--- config.mk ---
export PLATFORM = sky130hd
export DESIGN_NAME = ysyx_22041207_ifu_buf
export DESIGN_NICKNAME = d
export VERILOG_FILES = /design/src/rtl/ysyx_22041207_ifu_buf.sv
export SDC_FILE = /design/constraint.sdc
export NUM_CORES = 1
export LEC_CHECK = 0
export CELL_PAD_IN_SITES_DETAIL_PLACEMENT = 1
export CELL_PAD_IN_SITES_GLOBAL_PLACEMENT = 2
export CORE_MARGIN = 3
export CORE_UTILIZATION = 35
export CTS_CLUSTER_DIAMETER = 50
export DETAILED_ROUTE_END_ITERATION = 12
export HOLD_SLACK_MARGIN = 0.05
export PLACE_DENSITY_LB_ADDON = 0.1
export SYNTH_ARGS = -nofsm -noshare
export SYNTH_HDL_FRONTEND = slang
export SYNTH_SLANG_ARGS = --single-unit
--- constraint.sdc ---
create_clock -name clk -period 11.8 [get_ports clk]
set_clock_uncertainty 0.2 [all_clocks]
set_input_delay 2.36 -clock clk [delete_from_list [all_inputs] [get_ports clk]]
set_output_delay 2.36 -clock clk [all_outputs]
set_load 0.02 [all_outputs]
--- src/rtl/ysyx_22041207_ifu_buf.sv ---
// Instruction fetch unit: one outstanding imem request, DEPTH-entry instruction FIFO
// to decode, epoch-squashed redirects and misaligned-target fault entries.
module ysyx_22041207_ifu_buf #(
    parameter int              XLEN     = 64,
    parameter logic [XLEN-1:0] RESET_PC = XLEN'(64'h8000_0000),
    parameter int              DEPTH    = 4
) (
    input  logic            clk,
    input  logic            rst_n,
    input  logic            br_take,
    input  logic [XLEN-1:0] br_pc,
    input  logic [XLEN-1:0] br_imm,
    input  logic            jalr_take,
    input  logic [XLEN-1:0] jalr_r1,
    input  logic [XLEN-1:0] jalr_imm,
    input  logic            trap_take,
    input  logic [XLEN-1:0] trap_vec,
    output logic            imem_req_valid,
    input  logic            imem_req_ready,
    output logic [XLEN-1:0] imem_req_addr,
    input  logic            imem_rsp_valid,
    input  logic [31:0]     imem_rsp_data,
    output logic            out_valid,
    input  logic            out_ready,
    output logic [31:0]     out_inst,
    output logic [XLEN-1:0] out_pc,
    output logic            out_fault
);
    localparam int            AW      = $clog2(DEPTH);
    localparam logic [AW:0]   FULL    = (AW+1)'(DEPTH);
    localparam logic [AW:0]   CNT_ONE = (AW+1)'(1);
    localparam logic [AW-1:0] PTR_ONE = AW'(1);

    typedef enum logic [1:0] {S_REQ, S_WAIT, S_HALT} state_t;

    typedef struct packed {
        logic [XLEN-1:0] pc;
        logic [31:0]     inst;
        logic            fault;
    } entry_t;

    state_t          state;
    logic [XLEN-1:0] fetch_pc, req_pc, redir_pc, jalr_sum;
    logic            epoch, req_epoch;
    logic [AW:0]     count;
    logic [AW-1:0]   wr_ptr, rd_ptr;
    entry_t          fifo [DEPTH];
    entry_t          push_entry;
    logic            redir, space, aligned, req_fire, fault_push, rsp_push, push, pop;

    assign redir    = br_take | jalr_take | trap_take;
    assign jalr_sum = jalr_r1 + jalr_imm;

    always_comb begin
        redir_pc = trap_vec;
        if (br_take)
            redir_pc = br_pc + br_imm;
        else if (jalr_take)
            redir_pc = {jalr_sum[XLEN-1:1], 1'b0};
    end

    assign space          = count < FULL;
    assign aligned        = fetch_pc[1:0] == 2'b00;
    assign imem_req_valid = rst_n && state == S_REQ && aligned && space && !redir;
    assign imem_req_addr  = fetch_pc;
    assign req_fire       = imem_req_valid && imem_req_ready;

    // Misaligned target never reaches memory; it becomes a fault entry instead.
    assign fault_push = rst_n && state == S_REQ && !aligned && space && !redir;
    assign rsp_push   = rst_n && state == S_WAIT && imem_rsp_valid && req_epoch == epoch && !redir;
    assign push       = fault_push || rsp_push;

    always_comb begin
        push_entry.pc    = req_pc;
        push_entry.inst  = imem_rsp_data;
        push_entry.fault = 1'b0;
        if (fault_push) begin
            push_entry.pc    = fetch_pc;
            push_entry.inst  = 32'h0;
            push_entry.fault = 1'b1;
        end
    end

    assign out_valid = rst_n && count != '0;
    assign pop       = out_valid && out_ready;
    assign out_pc    = fifo[rd_ptr].pc;
    assign out_inst  = fifo[rd_ptr].inst;
    assign out_fault = fifo[rd_ptr].fault;

    always_ff @(posedge clk) begin
        if (!rst_n) begin
            state     <= S_REQ;
            fetch_pc  <= RESET_PC;
            req_pc    <= '0;
            epoch     <= 1'b0;
            req_epoch <= 1'b0;
            count     <= '0;
            wr_ptr    <= '0;
            rd_ptr    <= '0;
        end else if (redir) begin
            fetch_pc  <= redir_pc;
            epoch     <= ~epoch;
            // Pin to the pre-toggle epoch so back-to-back redirects cannot re-match it.
            req_epoch <= epoch;
            count     <= '0;
            wr_ptr    <= '0;
            rd_ptr    <= '0;
            state     <= (state == S_WAIT && !imem_rsp_valid) ? S_WAIT : S_REQ;
        end else begin
            case (state)
                S_REQ: begin
                    if (req_fire) begin
                        req_pc    <= fetch_pc;
                        req_epoch <= epoch;
                        fetch_pc  <= fetch_pc + XLEN'(4);
                        state     <= S_WAIT;
                    end else if (fault_push) begin
                        state <= S_HALT;
                    end
                end
                S_WAIT: if (imem_rsp_valid) state <= S_REQ;
                default: ;
            endcase
            if (push) wr_ptr <= wr_ptr + PTR_ONE;
            if (pop)  rd_ptr <= rd_ptr + PTR_ONE;
            if (push && !pop)
                count <= count + CNT_ONE;
            else if (!push && pop)
                count <= count - CNT_ONE;
        end
    end

    always_ff @(posedge clk) begin
        if (push) fifo[wr_ptr] <= push_entry;
    end

endmodule

# Yosys cells after proc, flatten, opt, wreduce, memory -nomap -nowiden
# Memory sizes are Yosys's and may differ from the RTL's. A register that Yosys moved wholly into a read port is not among the register bits.
# Index checks and enable logic that the tools add are counted.
# op_classes
n_addsub,7
mul,0
n_div,0
order_cmp,1
n_eq_ne,4
shifts,0
muxes,21
bitwise,5
n_reduce_logical,34
# op_table
operator,n
64-bit 2-to-1 mux,5
64-bit adder,2
97-bit 2-to-1 mux,1
"64-bit by 3-bit adder with 64-bit output, second input constant",1
1-bit logical AND,17
2-bit 2-to-1 mux,6
1-bit 2-to-1 mux,6
3-bit 2-to-1 mux,2
3-bit AND reduction,2
2-bit nonzero test,3
3-bit nonzero test,2
1-bit zero test,5
"2-bit by 1-bit adder with 2-bit output, second input constant",2
2-bit zero test,2
"4-bit != test, second input constant",1
2-bit case mux with 2 select lines,1
"3-bit by 1-bit adder with 3-bit output, second input constant",1
"3-bit < comparator, second input constant",1
"3-bit != test, second input constant",1
1-bit NOT,3
"3-bit by 1-bit subtractor with 3-bit output, second input constant",1
"2-bit by 1-bit equality test with 1-bit output, second input constant",1
1-bit bitwise OR,2
2-bit AND reduction,1
3 further kinds,3
# word_totals
register_bits,139
latch_bits,0
ram_bits,388
rom_bits,0
input_bits,360
out_inout_bits,163
word_cells,81
memories,1
# memory_table
memory,depth,width,rd,rd_ports_with_merged_regs,wr,line_no,source
fifo,4,97,1,1,1,47,entry_t fifo [DEPTH];

# Depth between registers and ports, before layout
# Gate-level depths: netlist (run 1).
# logic_depth
depth_word,10
ltp_mapped,14
depth_no_buf,13

# Worst setup path after synthesis (run 1)
# OpenSTA, ideal clock, no wires.
# synth_path
path_kind,input to register
startpoint,input port jalr_take
endpoint,memory fifo[0][0] in the netlist's numbering (enable)
setup_time_ps,566
arrival_ps,8248
required_time_ps,11034
slack_ps,2786
path_stages,8
path_buffers,3
path_cell_list,buf_2 > or4b_1 > buf_2 > nor4_4 > nor2b_1 > clkbuf_1 > a41oi_1 > nor2b_1
# synth_between
elab_chain_cells,7
elab_cells_between_ends,8
cone_classes,mux: 2; bitwise: 2; reduce/logical: 4
# synth_lines
item,line_no,source
"start, declared",13,"input logic jalr_take,"
1-bit bitwise OR * (2 in series),51,assign redir = br_take | jalr_take | trap_take;
1-bit zero test *,"69, 70",
1-bit logical AND (on tied branches),"69, 70",
1-bit logical OR *,71,assign push = fault_push || rsp_push;
1-bit 2-to-1 mux *,134,if (push) fifo[wr_ptr] <= push_entry;
1-bit 2-to-1 mux (not written as such) *,134,
"end, declared",47,
# Every way passes the cells marked *; elsewhere a longest branch is shown, timed or not.

# Final worst setup path (run 1)
# layout_path
startpoint,input port rst_n
endpoint,output port imem_req_valid
# layout_between
elab_chain_cells,4
# layout_lines
item,line_no,source
"start, declared",9,"input logic rst_n,"
1-bit logical AND (4 in series),64,assign imem_req_valid = rst_n && state == S_REQ && aligned && space && !redir;
"end, declared",18,"output logic imem_req_valid,"
# Every way passes these cells.

==> results.json, run 1 <==
{
  "hold_viol_final": 0,
  "grt_pass1_wl_microns": 165000,
  "critPathTopFamily": "buffers and inverters",
  "final_net_count": 3615,
  "power_frac_clock": 0.360,
  "ctsResizeCount": 0,
  "filler_cell_count": 8898,
  "start_util": 0.356,
  "rows": 105,
  "max-cap-violations": 0,
  "cp_num_buf_inv": 4,
  "ir_worst_vdd_mv": 0.100,
  "sw_frac_of_total": 0.282,
  "clk_path_buf_depth": 3,
  "p_switching_uw": 1340,
  "vias": 23791,
  "dpl.cell_count": 4137,
  "rsz0062_at_grt": "false",
  "first_pass_iters": 7,
  "worstPathMaxFanout": 36,
  "dp_hpwl_microns": 86900,
  "die_w_microns": 296,
  "slowest_delay_ns": 0.71,
  "worstMarginPinSlew_ns": 1.14,
  "netlist_top_cells_area": "edfxtp_1 40%, dfxtp_1 9.6%, mux4_2 7.4%, ha_1 5.6%, a21oi_1 5.0%",
  "ctsHtreeMaxLevel": 2,
  "synth_top_area_share": 0.396,
  "grtUsageTotal": 0.251,
  "maxSlewHeadroom": 0.241,
  "syn-num-nets": 3159,
  "vias_per_cell": 5.61,
  "cts_root_buf": "clkbuf_16",
  "cts-buffers-inserted": 52,
  "seqPwrFrac": 0.444,
  "slowest_stage": "clkdlybuf4s50_1",
  "cts_setup_buffers": 0,
  "drtIter0Drc": 1323,
  "synth_top_area_cell": "edfxtp_1",
  "syn_area_sq_um": 29400,
  "synth-edff-count": 388,
  "setup_tns_ns": 0,
  "synthCells": 2665,
  "synth.avg_cell_area_sq_um": 11.0,
  "cts_tree": "yes",
  "die_area_sq_um": 87600,
  "drc": 0,
  "pin_count": 523,
  "wirelength_microns": 113000,
  "crit_chain": "clkdlybuf4s50_1 -> buf_4 -> or4b_1 -> buf_4 -> and4bb_2 -> clkdlybuf4s50_1",
  "cts.sinks": 529,
  "syn_to_final_growth_pct": 27.4,
  "synth_seq_area_share": 0.492,
  "outcome": "finished clean",
  "reg2reg_from": "imem_req_addr[22]",
  "period_share": 0.644,
  "worst_ep_required_time_ns": 9.24,
  "setup_viol": 0,
  "ys_ff_latch": 529,
  "leakagePower_uw": 0.0126,
  "powerDensity_nw_per_um2": 127,
  "min_from": "req_pc[48]",
  "critPathKind": "input port to output port",
  "cp.arrival_ns": 5.04,
  "crit_start": "rst_n",
  "wire_per_inst_microns": 26.6,
  "synthTopCellsByCount": "388 x edfxtp_1, 300 x nand2_1, 293 x a21oi_1, 151 x nor2_1, 141 x dfxtp_1",
  "gp_congestion": 0.929,
  "ant_nets": 0,
  "critPathCaptureType": "output port",
  "hp-class": "flip-flop to flip-flop",
  "path_clk_slew_ns": 0.06,
  "power_frac_comb": 0.196,
  "cp-start-kind": "input port",
  "io_buffers": 522,
  "overflow": 0,
  "antenna_found_initial": 9,
  "async_reset_ff_frac": 0,
  "ys_warn_count": 0,
  "layout_min_cycle_time_ns": 7.60,
  "fmax_mhz": 132,
  "drive_above_1_share": 0.0986,
  "core-area_sq_um": 82600,
  "drv_slew": 0,
  "synthDistinctLibCells": 79,
  "post-synth-top-count-cell": "edfxtp_1",
  "die_h_microns": 296,
  "ys.flop_type": "edfxtp_1",
  "cellInternalPower_uw": 3410,
  "clock_latency_ns": 0.57,
  "grt_max_degree": 69,
  "postCtsHoldBufs": 0,
  "grt_pass1_vias": 25188,
  "layout.cells.non_filler": 4240
}
## layout make-up
class | instances | area [sq um] | share of cell area
clock inverter | 28 | 310 | 0.00828
multi-input combinational | 1933 | 14200 | 0.379
clock buffer | 69 | 1480 | 0.0394
inverter | 56 | 211 | 0.00564
sequential | 529 | 14500 | 0.387
antenna | 6 | 15.0 | 0.000401
timing repair buffer | 549 | 5420 | 0.145
tap | 1070 | 1340 | 0.0357
## logic make-up after synthesis
| family | Yosys count | share of synthesized area |
|---|---|---|
| mux | 177 | 0.104 |
| buf+inv | 203 | 0.0265 |
| simple gates | 747 | 0.120 |
| xor+xnor | 163 | 0.0485 |
| flops | 529 | 0.492 |
| compound gates | 712 | 0.150 |
| fa+ha+maj | 134 | 0.0578 |
## path summary, 6_finish.rpt
path / endpoint / depth (start not counted) / slack (ns)
setup / recovery: imem_req_valid / 6 / 4.20
hold / removal: req_pc[48] / 2 / 0.25
setup reg to reg: imem_req_addr[59] / 10 / 7.60
hold reg to reg: req_pc[48] / 2 / 0.25
## placed cells by master (no fill, tap or decap), types with 37 or more instances in the layout
master             n
a21oi_1          293
nor3_1            37
nor2b_1           44
inv_1             54
mux2_2            68
o21ai_0          120
a21o_1            63
a211oi_1          41
nor2_1           151
edfxtp_1         388
clkbuf_16         53
dfxtp_1          139
xor2_1            73
nand4_1           57
clkdlybuf4s50_1  520
xnor2_1           90
mux4_2            97
nand2_1          299
nand3_1           56
ha_1             131
## worst register-to-register path, stage by stage, from the launching register on
cell,delay (ns)
dfxtp_1,0.62
nand4_1,0.20
or4b_2,0.67
nor4_1,0.57
nand3_1,0.37
nor2_1,0.44
nand3_1,0.16
and3_1,0.21
a311o_1,0.36
a31oi_1,0.16
a31oi_1,0.10
## through the flow
stage	worst slack (ns)	util	hold WS (ns)	power, uW	instance area [sq um]
floorplan	2.79	-	0.229	2600	29400
global placement	4.19	0.432	0.235	3060	35700
detailed placement	4.20	0.432	0.244	3070	35700
finish	4.20	0.453	0.252	4750	37500
global route	4.10	0.453	0.275	4940	37500
CTS	4.18	0.453	0.253	4790	37400
## registers in the layout, indices dropped and copies added, names as in the netlist, named ones only
signal and count:
count 3, rd_ptr 2, wr_ptr 2, fifo 388, req_epoch 1, req_pc 64
imem_req_addr 64, state 2, epoch 1
## routing by layer
metal,track usage,routed length [microns],vias up
met2,0.425,54500,652
met1,0.345,50800,12011
met4,0.0564,2290,4
met5,0,26,-
met3,0.0297,5240,107
li1,-,-,11017
## power groups by stage
| stage | clock network [uW] | logic (uW) | registers (uW) |
|---|---|---|---|
| final | 1710 | 932 | 2110 |
| after global routing | 1820 | 1000 | 2110 |
| after CTS | 1750 | 931 | 2110 |
| after detailed placement | 0 | 924 | 2150 |
| after global placement | 0 | 920 | 2140 |
| after floorplan | 0 | 472 | 2130 |
No activity file was read; power rests on OpenSTA's default activity.
==> inputs of run 2 (changes only) <==
--- a/config.mk
+++ b/config.mk
@@ -8,7 +8,7 @@
 export CELL_PAD_IN_SITES_DETAIL_PLACEMENT = 1
 export CELL_PAD_IN_SITES_GLOBAL_PLACEMENT = 2
 export CORE_MARGIN = 3
-export CORE_UTILIZATION = 35
+export CORE_UTILIZATION = 31
 export CTS_CLUSTER_DIAMETER = 50
 export DETAILED_ROUTE_END_ITERATION = 12
 export HOLD_SLACK_MARGIN = 0.05
==> constraint.sdc (replaced) <==
create_clock -name clk -period 6.15 [get_ports clk]
set_clock_uncertainty 0.2 [all_clocks]
set_input_delay 1.23 -clock clk [delete_from_list [all_inputs] [get_ports clk]]
set_output_delay 1.23 -clock clk [all_outputs]
set_load 0.02 [all_outputs]
==> run 2 against run 1 <==
Against the previous run:
- non-clock buffer count rose by 19
- worst setup slack got worse by 3.1 ns
- register-to-register slack got worse by 5.5 ns
- highest routed layer unchanged
- sequential share of layout area is 0.84 points lower
- core utilization is 4.5 points lower
- clock power rose by 120%
- hold slack worse by 0.0032 ns
- die area up 13%
- critical endpoint is now imem_req_addr[63]
- wire length is 3.3% higher
- flip-flop and latch count stayed put
==> results.json, run 2 (synthesis gave the netlist of run 1 again) <==
{
  "reg2reg_from": "imem_req_addr[16]",
  "final_net_count": 3643,
  "first_pass_iters": 5,
  "start_util": 0.314,
  "postCtsHoldBufs": 0,
  "syn_to_final_growth_pct": 30.2,
  "worst_ep_required_time_ns": 6.47,
  "cts.sinks": 529,
  "cts_tree": "yes",
  "drv_slew": 0,
  "fmax_mhz": 199,
  "regMostFlops": "fifo",
  "setup_slack_ns": 1.12,
  "grt_pass1_vias": 25279,
  "layout_min_cycle_time_ns": 5.03,
  "grt_pass1_wl_microns": 170000,
  "wirelength_microns": 117000,
  "vias_per_cell": 5.34,
  "clock_latency_ns": 0.64,
  "die_w_microns": 314,
  "setup_tns_ns": 0,
  "max-cap-violations": 0,
  "worstPathMaxFanout": 7,
  "layout.cells.non_filler": 4467,
  "clk_path_buf_depth": 3,
  "ctsResizeCount": 0,
  "hold_viol_final": 0,
  "powerDensity_nw_per_um2": 252,
  "critPathCaptureType": "flip-flop",
  "ctsHtreeMaxLevel": 2,
  "min_from": "req_pc[41]",
  "r2r_end": "imem_req_addr[62]",
  "drtIter0Drc": 1315,
  "outcome": "finished clean",
  "wire_per_inst_microns": 26.1,
  "dpl.cell_count": 4340,
  "hp-class": "flip-flop to flip-flop",
  "ant_nets": 0,
  "timing.hold.ws_ns": 0.249,
  "grt_max_degree": 100,
  "r2r_cells": 11,
  "antenna_found_initial": 23,
  "period_share": 0.818,
  "cp.arrival_ns": 5.35,
  "drc": 0,
  "layout_common_cells": "518 x clkdlybuf4s50_1, 388 x edfxtp_1, 299 x nand2_1",
  "cts-buffers-inserted": 61,
  "final_common_cell": "clkdlybuf4s50_1",
  "rows": 112,
  "path_clk_slew_ns": 0.06,
  "grtUsageTotal": 0.230,
  "largest_reg_flops": 388,
  "die_area_sq_um": 98600,
  "min_to": "req_pc[41]",
  "dp_hpwl_microns": 90500,
  "critPathKind": "input port to flip-flop",
  "r2r_setup_slack_ns": 2.08,
  "setup_viol": 0,
  "rsz0062_at_grt": "false",
  "io_buffers": 522,
  "gp_congestion": 0.884,
  "core-area_sq_um": 93700,
  "min_path_cells": 2,
  "drive_above_1_share": 0.111,
  "die_h_microns": 314,
  "pre_cts_slack_ns": 0.491,
  "overflow": 0,
  "worstMarginPinSlew_ns": 1.04,
  "pin_count": 523,
  "leakagePower_uw": 0.0129,
  "cp-start-kind": "input port",
  "maxSlewHeadroom": 0.301,
  "vias": 23844,
  "cts_setup_buffers": 0,
  "ir_worst_vdd_mv": 0.238,
  "cts_root_buf": "clkbuf_16"
}
run 2: changes by cell type in the layout (fill, tap and decap cells not counted), sizes merged, moves of 3 or more:
cell      previous run  this run
clkinv              15        23
diode                6        11
inv                 60        64
buf                 29        50
clkinvlp             4         7
run 2: per-stage QoR:
stage	util	total power (uW)	cell area [sq um]
6_report	0.408	9660	38300
4_1_cts	0.408	9770	38300
3_3_place_gp	0.385	5890	36100
5_1_grt	0.408	10100	38300
2_1_floorplan	-	4990	29400
3_5_place_dp	0.385	5900	36100
run 2: cell type report:
type	count	area, sq um
fill	10079	55500
multi-input combinational	1933	14200
inverter	56	211
antenna	11	27.5
clock buffer	71	1620
sequential	529	14500
timing repair buffer	568	5590
clock inverter	45	591
tap	1254	1570
run 2: metal layers:
layer / share of wire / vias to the layer above / global-route usage
li1: - / 11089 / -
met1: 0.45 / 12009 / 0.308
met2: 0.48 / 601 / 0.391
met3: 0.051 / 121 / 0.0398
met4: 0.017 / 24 / 0.0447
met5: 0.0013 / - / 0
run 2: worst max path at each step:
stage	startpoint	end	slack, ns	depth (start not counted)
after floorplan	jalr_take	fifo[0][0]	-1.73	8
after global placement	br_pc[9]	imem_req_addr[57]	0.59	12
after detailed placement	br_pc[9]	imem_req_addr[57]	0.49	12
after CTS	br_pc[9]	imem_req_addr[57]	1.17	12
after global routing	br_pc[9]	imem_req_addr[63]	1.01	12
final	br_pc[9]	imem_req_addr[63]	1.12	12
run 2: worst max-delay path, stage by stage:
cell	delay (ns)
clkdlybuf4s50_1	0.40
ha_1	0.44
nand3_1	0.16
or4_1	0.53
a21oi_1	0.28
o21ai_0	0.23
a311oi_1	0.63
a311oi_1	0.32
and3b_1	0.35
o21ai_0	0.48
mux2i_1	0.25
a211oi_1	0.06
run 2: report_power, final:
part | total [uW] | internal [uW] | switching, uW
clock | 3830 | 2240 | 1590
sequential | 4030 | 3870 | 158
combinational | 1810 | 768 | 1040
